===== src/rtl/wshb_rr_arbiter_pkg.sv =====
// Shared definitions for the two-master Wishbone round-robin arbiter.
package wshb_rr_arbiter_pkg;

    // Arbiter ownership states: nobody, requester 0, requester 1.
    typedef enum logic [1:0] {
        IDLE = 2'd0,
        GNT0 = 2'd1,
        GNT1 = 2'd2
    } arb_state_e;

    // Default number of contended cycles an owner keeps the bus before preemption.
    localparam int MAX_HOLD_DEFAULT = 64;

endpackage


===== src/rtl/wshb_rr_arbiter_if.sv =====
// Classic Wishbone B4 bus bundle; master drives the request side, slave answers.
interface wshb_if #(
    parameter int DATA_BYTES = 4
) ();
    localparam int DW = 8 * DATA_BYTES;

    logic                  cyc;
    logic                  stb;
    logic                  we;
    logic [31:0]           adr;
    logic [DW-1:0]         dat_ms;
    logic [DW-1:0]         dat_sm;
    logic [DATA_BYTES-1:0] sel;
    logic [2:0]            cti;
    logic [1:0]            bte;
    logic                  ack;
    logic                  err;
    logic                  rty;

    modport master (
        output cyc, stb, we, adr, dat_ms, sel, cti, bte,
        input  dat_sm, ack, err, rty
    );

    modport slave (
        input  cyc, stb, we, adr, dat_ms, sel, cti, bte,
        output dat_sm, ack, err, rty
    );
endinterface


===== src/rtl/wshb_rr_arbiter.sv =====
// Two-requester Wishbone arbiter in front of the shared SDRAM slave.
// Requester 0 (video reader) wins the first tie after reset; afterwards ties
// alternate. An owner that keeps cyc high while the other side waits is
// preempted after MAX_HOLD cycles, but only in a cycle where its stb is low,
// so an outstanding transfer is never cut in half.
module wshb_rr_arbiter
    import wshb_rr_arbiter_pkg::*;
#(
    parameter int MAX_HOLD = MAX_HOLD_DEFAULT
) (
    input  logic       sys_clk,
    input  logic       sys_rst,
    wshb_if.slave      wshb_ifs0,
    wshb_if.slave      wshb_ifs1,
    wshb_if.master     wshb_ifm,
    output logic [1:0] gnt
);

    localparam int                HOLD_W   = $clog2(MAX_HOLD + 1);
    localparam logic [HOLD_W-1:0] HOLD_MAX = HOLD_W'(MAX_HOLD);

    arb_state_e        state_q, state_d;
    logic              last_owner_q, last_owner_d;
    logic [HOLD_W-1:0] hold_q, hold_d;
    logic              other_waiting;

    // State, last-owner and hold counter registers; reset aborts any grant at once.
    always_ff @(posedge sys_clk or posedge sys_rst) begin
        if (sys_rst) begin
            state_q      <= IDLE;
            last_owner_q <= 1'b1;
            hold_q       <= '0;
        end else begin
            state_q      <= state_d;
            last_owner_q <= last_owner_d;
            hold_q       <= hold_d;
        end
    end

    // The non-owner is waiting whenever it holds cyc high during a grant.
    assign other_waiting = ((state_q == GNT0) && wshb_ifs1.cyc) ||
                           ((state_q == GNT1) && wshb_ifs0.cyc);

    // Next-state: fair tie-break in IDLE, direct hand-over, stb-safe preemption.
    always_comb begin
        state_d = state_q;
        case (state_q)
            IDLE: begin
                if (wshb_ifs0.cyc && wshb_ifs1.cyc)
                    state_d = last_owner_q ? GNT0 : GNT1;
                else if (wshb_ifs0.cyc)
                    state_d = GNT0;
                else if (wshb_ifs1.cyc)
                    state_d = GNT1;
            end
            GNT0: begin
                if (!wshb_ifs0.cyc)
                    state_d = wshb_ifs1.cyc ? GNT1 : IDLE;
                else if (wshb_ifs1.cyc && (hold_q == HOLD_MAX) && !wshb_ifs0.stb)
                    state_d = GNT1;
            end
            GNT1: begin
                if (!wshb_ifs1.cyc)
                    state_d = wshb_ifs0.cyc ? GNT0 : IDLE;
                else if (wshb_ifs0.cyc && (hold_q == HOLD_MAX) && !wshb_ifs1.stb)
                    state_d = GNT0;
            end
            default: state_d = IDLE;
        endcase
    end

    // Hold counter restarts on every grant change; last-owner follows each new grant.
    always_comb begin
        last_owner_d = last_owner_q;
        hold_d       = hold_q;
        if (state_d != state_q) begin
            hold_d = '0;
            if (state_d == GNT0)
                last_owner_d = 1'b0;
            else if (state_d == GNT1)
                last_owner_d = 1'b1;
        end else if (other_waiting && (hold_q != HOLD_MAX)) begin
            hold_d = hold_q + HOLD_W'(1);
        end
    end

    // Output mux: owner's request passes straight through, responses go to the owner only.
    always_comb begin
        wshb_ifm.cyc    = 1'b0;
        wshb_ifm.stb    = 1'b0;
        wshb_ifm.we     = 1'b0;
        wshb_ifm.adr    = '0;
        wshb_ifm.dat_ms = '0;
        wshb_ifm.sel    = '0;
        wshb_ifm.cti    = '0;
        wshb_ifm.bte    = '0;
        wshb_ifs0.ack   = 1'b0;
        wshb_ifs0.err   = 1'b0;
        wshb_ifs0.rty   = 1'b0;
        wshb_ifs1.ack   = 1'b0;
        wshb_ifs1.err   = 1'b0;
        wshb_ifs1.rty   = 1'b0;
        case (state_q)
            GNT0: begin
                wshb_ifm.cyc    = wshb_ifs0.cyc;
                wshb_ifm.stb    = wshb_ifs0.stb;
                wshb_ifm.we     = wshb_ifs0.we;
                wshb_ifm.adr    = wshb_ifs0.adr;
                wshb_ifm.dat_ms = wshb_ifs0.dat_ms;
                wshb_ifm.sel    = wshb_ifs0.sel;
                wshb_ifm.cti    = wshb_ifs0.cti;
                wshb_ifm.bte    = wshb_ifs0.bte;
                wshb_ifs0.ack   = wshb_ifm.ack;
                wshb_ifs0.err   = wshb_ifm.err;
                wshb_ifs0.rty   = wshb_ifm.rty;
            end
            GNT1: begin
                wshb_ifm.cyc    = wshb_ifs1.cyc;
                wshb_ifm.stb    = wshb_ifs1.stb;
                wshb_ifm.we     = wshb_ifs1.we;
                wshb_ifm.adr    = wshb_ifs1.adr;
                wshb_ifm.dat_ms = wshb_ifs1.dat_ms;
                wshb_ifm.sel    = wshb_ifs1.sel;
                wshb_ifm.cti    = wshb_ifs1.cti;
                wshb_ifm.bte    = wshb_ifs1.bte;
                wshb_ifs1.ack   = wshb_ifm.ack;
                wshb_ifs1.err   = wshb_ifm.err;
                wshb_ifs1.rty   = wshb_ifm.rty;
            end
            default: ;
        endcase
    end

    // Read data is harmless to broadcast; only the owner gets an ack to qualify it.
    assign wshb_ifs0.dat_sm = wshb_ifm.dat_sm;
    assign wshb_ifs1.dat_sm = wshb_ifm.dat_sm;

    // Grant LEDs come straight from the state register, so they never glitch.
    assign gnt = {(state_q == GNT1), (state_q == GNT0)};

endmodule


===== src/flat_wrapper.sv =====
// flat-port wrapper written by rule: the top's interface ports become plain ports
module wshb_rr_arbiter_flat import wshb_rr_arbiter_pkg::*;
#(
    parameter int MAX_HOLD = MAX_HOLD_DEFAULT
)
  (sys_clk, sys_rst, gnt, wshb_ifs0_cyc, wshb_ifs0_stb, wshb_ifs0_we, wshb_ifs0_adr, wshb_ifs0_dat_ms, wshb_ifs0_sel, wshb_ifs0_cti, wshb_ifs0_bte, wshb_ifs0_dat_sm, wshb_ifs0_ack, wshb_ifs0_err, wshb_ifs0_rty, wshb_ifs1_cyc, wshb_ifs1_stb, wshb_ifs1_we, wshb_ifs1_adr, wshb_ifs1_dat_ms, wshb_ifs1_sel, wshb_ifs1_cti, wshb_ifs1_bte, wshb_ifs1_dat_sm, wshb_ifs1_ack, wshb_ifs1_err, wshb_ifs1_rty, wshb_ifm_cyc, wshb_ifm_stb, wshb_ifm_we, wshb_ifm_adr, wshb_ifm_dat_ms, wshb_ifm_sel, wshb_ifm_cti, wshb_ifm_bte, wshb_ifm_dat_sm, wshb_ifm_ack, wshb_ifm_err, wshb_ifm_rty);
  wshb_if wshb_ifs0_i ();
  wshb_if wshb_ifs1_i ();
  wshb_if wshb_ifm_i ();
  input  logic sys_clk;
  input  logic sys_rst;
  output logic [1:0] gnt;
  input wire logic [$bits(wshb_ifs0_i.cyc)-1:0] wshb_ifs0_cyc;
  input wire logic [$bits(wshb_ifs0_i.stb)-1:0] wshb_ifs0_stb;
  input wire logic [$bits(wshb_ifs0_i.we)-1:0] wshb_ifs0_we;
  input wire logic [$bits(wshb_ifs0_i.adr)-1:0] wshb_ifs0_adr;
  input wire logic [$bits(wshb_ifs0_i.dat_ms)-1:0] wshb_ifs0_dat_ms;
  input wire logic [$bits(wshb_ifs0_i.sel)-1:0] wshb_ifs0_sel;
  input wire logic [$bits(wshb_ifs0_i.cti)-1:0] wshb_ifs0_cti;
  input wire logic [$bits(wshb_ifs0_i.bte)-1:0] wshb_ifs0_bte;
  output wire logic [$bits(wshb_ifs0_i.dat_sm)-1:0] wshb_ifs0_dat_sm;
  output wire logic [$bits(wshb_ifs0_i.ack)-1:0] wshb_ifs0_ack;
  output wire logic [$bits(wshb_ifs0_i.err)-1:0] wshb_ifs0_err;
  output wire logic [$bits(wshb_ifs0_i.rty)-1:0] wshb_ifs0_rty;
  input wire logic [$bits(wshb_ifs1_i.cyc)-1:0] wshb_ifs1_cyc;
  input wire logic [$bits(wshb_ifs1_i.stb)-1:0] wshb_ifs1_stb;
  input wire logic [$bits(wshb_ifs1_i.we)-1:0] wshb_ifs1_we;
  input wire logic [$bits(wshb_ifs1_i.adr)-1:0] wshb_ifs1_adr;
  input wire logic [$bits(wshb_ifs1_i.dat_ms)-1:0] wshb_ifs1_dat_ms;
  input wire logic [$bits(wshb_ifs1_i.sel)-1:0] wshb_ifs1_sel;
  input wire logic [$bits(wshb_ifs1_i.cti)-1:0] wshb_ifs1_cti;
  input wire logic [$bits(wshb_ifs1_i.bte)-1:0] wshb_ifs1_bte;
  output wire logic [$bits(wshb_ifs1_i.dat_sm)-1:0] wshb_ifs1_dat_sm;
  output wire logic [$bits(wshb_ifs1_i.ack)-1:0] wshb_ifs1_ack;
  output wire logic [$bits(wshb_ifs1_i.err)-1:0] wshb_ifs1_err;
  output wire logic [$bits(wshb_ifs1_i.rty)-1:0] wshb_ifs1_rty;
  output wire logic [$bits(wshb_ifm_i.cyc)-1:0] wshb_ifm_cyc;
  output wire logic [$bits(wshb_ifm_i.stb)-1:0] wshb_ifm_stb;
  output wire logic [$bits(wshb_ifm_i.we)-1:0] wshb_ifm_we;
  output wire logic [$bits(wshb_ifm_i.adr)-1:0] wshb_ifm_adr;
  output wire logic [$bits(wshb_ifm_i.dat_ms)-1:0] wshb_ifm_dat_ms;
  output wire logic [$bits(wshb_ifm_i.sel)-1:0] wshb_ifm_sel;
  output wire logic [$bits(wshb_ifm_i.cti)-1:0] wshb_ifm_cti;
  output wire logic [$bits(wshb_ifm_i.bte)-1:0] wshb_ifm_bte;
  input wire logic [$bits(wshb_ifm_i.dat_sm)-1:0] wshb_ifm_dat_sm;
  input wire logic [$bits(wshb_ifm_i.ack)-1:0] wshb_ifm_ack;
  input wire logic [$bits(wshb_ifm_i.err)-1:0] wshb_ifm_err;
  input wire logic [$bits(wshb_ifm_i.rty)-1:0] wshb_ifm_rty;
  assign wshb_ifs0_i.cyc = wshb_ifs0_cyc;
  assign wshb_ifs0_i.stb = wshb_ifs0_stb;
  assign wshb_ifs0_i.we = wshb_ifs0_we;
  assign wshb_ifs0_i.adr = wshb_ifs0_adr;
  assign wshb_ifs0_i.dat_ms = wshb_ifs0_dat_ms;
  assign wshb_ifs0_i.sel = wshb_ifs0_sel;
  assign wshb_ifs0_i.cti = wshb_ifs0_cti;
  assign wshb_ifs0_i.bte = wshb_ifs0_bte;
  assign wshb_ifs0_dat_sm = wshb_ifs0_i.dat_sm;
  assign wshb_ifs0_ack = wshb_ifs0_i.ack;
  assign wshb_ifs0_err = wshb_ifs0_i.err;
  assign wshb_ifs0_rty = wshb_ifs0_i.rty;
  assign wshb_ifs1_i.cyc = wshb_ifs1_cyc;
  assign wshb_ifs1_i.stb = wshb_ifs1_stb;
  assign wshb_ifs1_i.we = wshb_ifs1_we;
  assign wshb_ifs1_i.adr = wshb_ifs1_adr;
  assign wshb_ifs1_i.dat_ms = wshb_ifs1_dat_ms;
  assign wshb_ifs1_i.sel = wshb_ifs1_sel;
  assign wshb_ifs1_i.cti = wshb_ifs1_cti;
  assign wshb_ifs1_i.bte = wshb_ifs1_bte;
  assign wshb_ifs1_dat_sm = wshb_ifs1_i.dat_sm;
  assign wshb_ifs1_ack = wshb_ifs1_i.ack;
  assign wshb_ifs1_err = wshb_ifs1_i.err;
  assign wshb_ifs1_rty = wshb_ifs1_i.rty;
  assign wshb_ifm_cyc = wshb_ifm_i.cyc;
  assign wshb_ifm_stb = wshb_ifm_i.stb;
  assign wshb_ifm_we = wshb_ifm_i.we;
  assign wshb_ifm_adr = wshb_ifm_i.adr;
  assign wshb_ifm_dat_ms = wshb_ifm_i.dat_ms;
  assign wshb_ifm_sel = wshb_ifm_i.sel;
  assign wshb_ifm_cti = wshb_ifm_i.cti;
  assign wshb_ifm_bte = wshb_ifm_i.bte;
  assign wshb_ifm_i.dat_sm = wshb_ifm_dat_sm;
  assign wshb_ifm_i.ack = wshb_ifm_ack;
  assign wshb_ifm_i.err = wshb_ifm_err;
  assign wshb_ifm_i.rty = wshb_ifm_rty;
  wshb_rr_arbiter #(.MAX_HOLD(MAX_HOLD)) u_core (.sys_clk(sys_clk), .sys_rst(sys_rst), .wshb_ifs0(wshb_ifs0_i), .wshb_ifs1(wshb_ifs1_i), .wshb_ifm(wshb_ifm_i), .gnt(gnt));
endmodule

===== config.mk =====
export PLATFORM = sky130hd
export DESIGN_NAME = wshb_rr_arbiter_flat
export DESIGN_NICKNAME = d
export VERILOG_FILES = /design/src/rtl/wshb_rr_arbiter_pkg.sv /design/src/rtl/wshb_rr_arbiter_if.sv /design/src/rtl/wshb_rr_arbiter.sv /design/src/flat_wrapper.sv
export SDC_FILE = /design/constraint.sdc
export NUM_CORES = 1
export LEC_CHECK = 0
export BUFFER_PORTS_ARGS = -buffer_cell sky130_fd_sc_hd__buf_2
export CORE_AREA = 8 8 123 125
export CTS_CLUSTER_SIZE = 14
export DETAILED_ROUTE_END_ITERATION = 10
export DIE_AREA = 0 0 131 133
export HOLD_SLACK_MARGIN = 0.03
export PLACE_DENSITY_LB_ADDON = 0.2
export REMOVE_ABC_BUFFERS = 1
export SLEW_MARGIN = 0
export SYNTH_ARGS = -nofsm -noshare
export SYNTH_HDL_FRONTEND = slang
export SYNTH_SLANG_ARGS = --single-unit

===== constraint.sdc =====
create_clock -name sys_clk -period 5.76 [get_ports sys_clk]
set_clock_uncertainty 0.05 [all_clocks]
set_input_delay 0 -clock sys_clk [delete_from_list [all_inputs] [get_ports sys_clk]]
set_output_delay 0 -clock sys_clk [all_outputs]
set_load 0.02 [all_outputs]

==> flow_summary.ini <==
[worst_setup_path]
worstPathMaxFanout = 50
cp-start-kind = flip-flop
crit_required_ps = 5710
worst-endpoint-arrival_ps = 2630
path_class = reg2out
endpoint_kind = output port

[power]
max-vdd-ir-drop_mv = 0.2952
power_density_mw_per_mm2 = 439.1
p_leak_nw = 1.842

[synthesis]
syn-instance-count = 325
syn_area_mm2 = 0.002440
synth_top_flop_cell = dfrtp_1
yosysWarnings = 0
synthArstFlopShare_pct = 100.0
synth.distinct_cells = 37
synth_edf_count = 0
synth.avg_cell_area_um2 = 7.507
synth_seq_cells = 10
seq_area_frac_synth_pct = 10.31

[cts]
cts.sinks = 10
htree_num_levels = 1
root_buffer = clkbuf_16
cts_max_path_buffers = 2
tritoncts = done
clkTransAtPathRegs_ps = 40
clk_latency_ps = 230
cts_buffers = 3

[detailed_routing]
vias_per_cell = 4.433
first_pass_iters = 4
drt-total-wl_um = 14610
drc = 0
ant_nets = 0
vias = 3050
routedWlPerCell_um = 21.23
drt_iter0_drc = 102

[final_layout]
mostFrequentLayoutCells = 240 x buf_2, 79 x nor2b_1, 77 x a22oi_1, 33 x dlygate4sd3_1, 9 x dfrtp_1
area_growth_pct = 51.74
fin_nets = 709
postLayoutCellArea_mm2 = 0.003702
final_cells = 688
layout_commonest_cell = buf_2
drive_above_1_share_pct = 50.98
num_antenna_cells = 0

[grt]
grt_pass1_wl_um = 19670
gr-total-overflow = 0
grt_pass1_vias = 3044
antenna_found_initial = 2
grt.total_usage_pct = 15.16
grt_max_degree = 83

[sta]
rsz0062_at_grt = no
timing.setup.tns_ps = 0
final.period_utilization_pct = 46.51
slew_violations = 0
finalHoldViolations = 0
setup_viol = 0
fin_crit_ps = 2679
whs_ps = 179.8
fmax_mhz = 373.2
worst_slew_margin_rel_pct = 31.30
tightest_slew_ps = 1030

[placed_design]
dp_hpwl_um = 11820
place.gp.congestion = 0.8469
dp_cells = 651
place_area_mm2 = 0.003293
port_buffers = 240

[floorplanning]
die_w_um = 131
die-area_mm2 = 0.01742
core_mm2 = 0.01309
num_io_pins = 337
die_y_um = 133
rows = 42
initial_core_util_pct = 18.65

[worst_hold_path]
hp-class = in2reg

[run_status]
status = finished clean

[flow_run]
cap_violations = 0
-- report_power, final --
part	switching (mW)	leakage, nW	internal (mW)	total (mW)
clock	0.0310	0.0382	0.0926	0.124
combinational	0.854	1.67	0.543	1.40
sequential	0.0201	0.133	0.0842	0.104
-- layout make-up --
| cell class | instances | area (um2) |
|---|---|---|
| clock buffers | 4 | 78.83 |
| well taps | 176 | 220.2 |
| flip-flops and latches | 10 | 251.5 |
| inverters | 8 | 30.03 |
| repair buffers | 275 | 1546 |
| multi-input cells | 215 | 1575 |
| fillers | 1430 | 9383 |
-- routing by layer --
| metal | GRT usage (%) | wire length [um] | vias to the layer above |
|---|---|---|---|
| met3 | 7.232 | 1928 | 10 |
| met5 | 0 | 27 | - |
| met4 | 1.404 | 70 | 4 |
| li1 | - | - | 1451 |
| met1 | 17.85 | 5795 | 1437 |
| met2 | 25.08 | 6785 | 148 |
-- stage by stage --
| step | total power [mW] | util [%] | worst slack, ps |
|---|---|---|---|
| floorplan | 1.029 | - | 2279 |
| global placement | 1.452 | 25.17 | 3115 |
| detailed placement | 1.460 | 25.17 | 3079 |
| CTS | 1.656 | 28.29 | 3052 |
| global route | 1.771 | 28.29 | 2841 |
| finish | 1.626 | 28.29 | 3081 |
-- flip-flops by register name (all words and copies together) (netlist names) --
register,flops
u_core.hold_q,7
u_core.state_q,2
u_core.last_owner_q,1
-- cell usage after synthesis (3+ instances only) --
library cell / instances / area share, %
buf_4: 64 / 20
xnor2_1: 3 / 1.1
clkbuf_1: 22 / 3.4
nand3_1: 3 / 0.62
nor2b_1: 79 / 20
a21oi_1: 3 / 0.62
nor2_1: 8 / 1.2
ha_1: 7 / 3.6
buf_2: 4 / 0.82
and2_1: 6 / 1.5
dfrtp_1: 9 / 9.2
a22oi_1: 77 / 24
xor2_1: 3 / 1.1
inv_1: 8 / 1.2
-- worst paths after layout --
kind                                       endpoint                 from  depth (start not counted)  slack, ps
worst min-delay path              u_core.state_q[1]        wshb_ifs1_cyc                          3        180
worst max register to register  u_core.last_owner_q    u_core.state_q[0]                          9       3140
min in group asynchronous          u_core.hold_q[0]              sys_rst                          3        240
worst min register to register  u_core.last_owner_q  u_core.last_owner_q                          2        430
max in group asynchronous       u_core.last_owner_q              sys_rst                          3       5100
worst max-delay path               wshb_ifm_adr[21]    u_core.state_q[0]                          6       3080
-- repair_timing --
item	CTS	global route
gates resized for setup	0	0
buffers inserted	0	0
endpoints found under the hold margin	74	0
hold buffers	33	0
-- logic make-up after synthesis --
group / synth area share, %
buffers and inverters: 25.44
adders and majority gates: 3.590
muxes: 1.282
AOI/OAI and AO/OA: 27.28
DFF: 10.31
and+or+nand+nor: 28.62
xor gates and xnor gates: 3.488
-- worst max-delay path, cell delays in order, from the launching register on --
cell and delay [ps]:
dfrtp_1 480, inv_1 140, ha_2 590, buf_4 560, a22oi_1 220, nor2b_1 170, buf_2 180
Note: power is estimated with default switching activity, not from simulation.
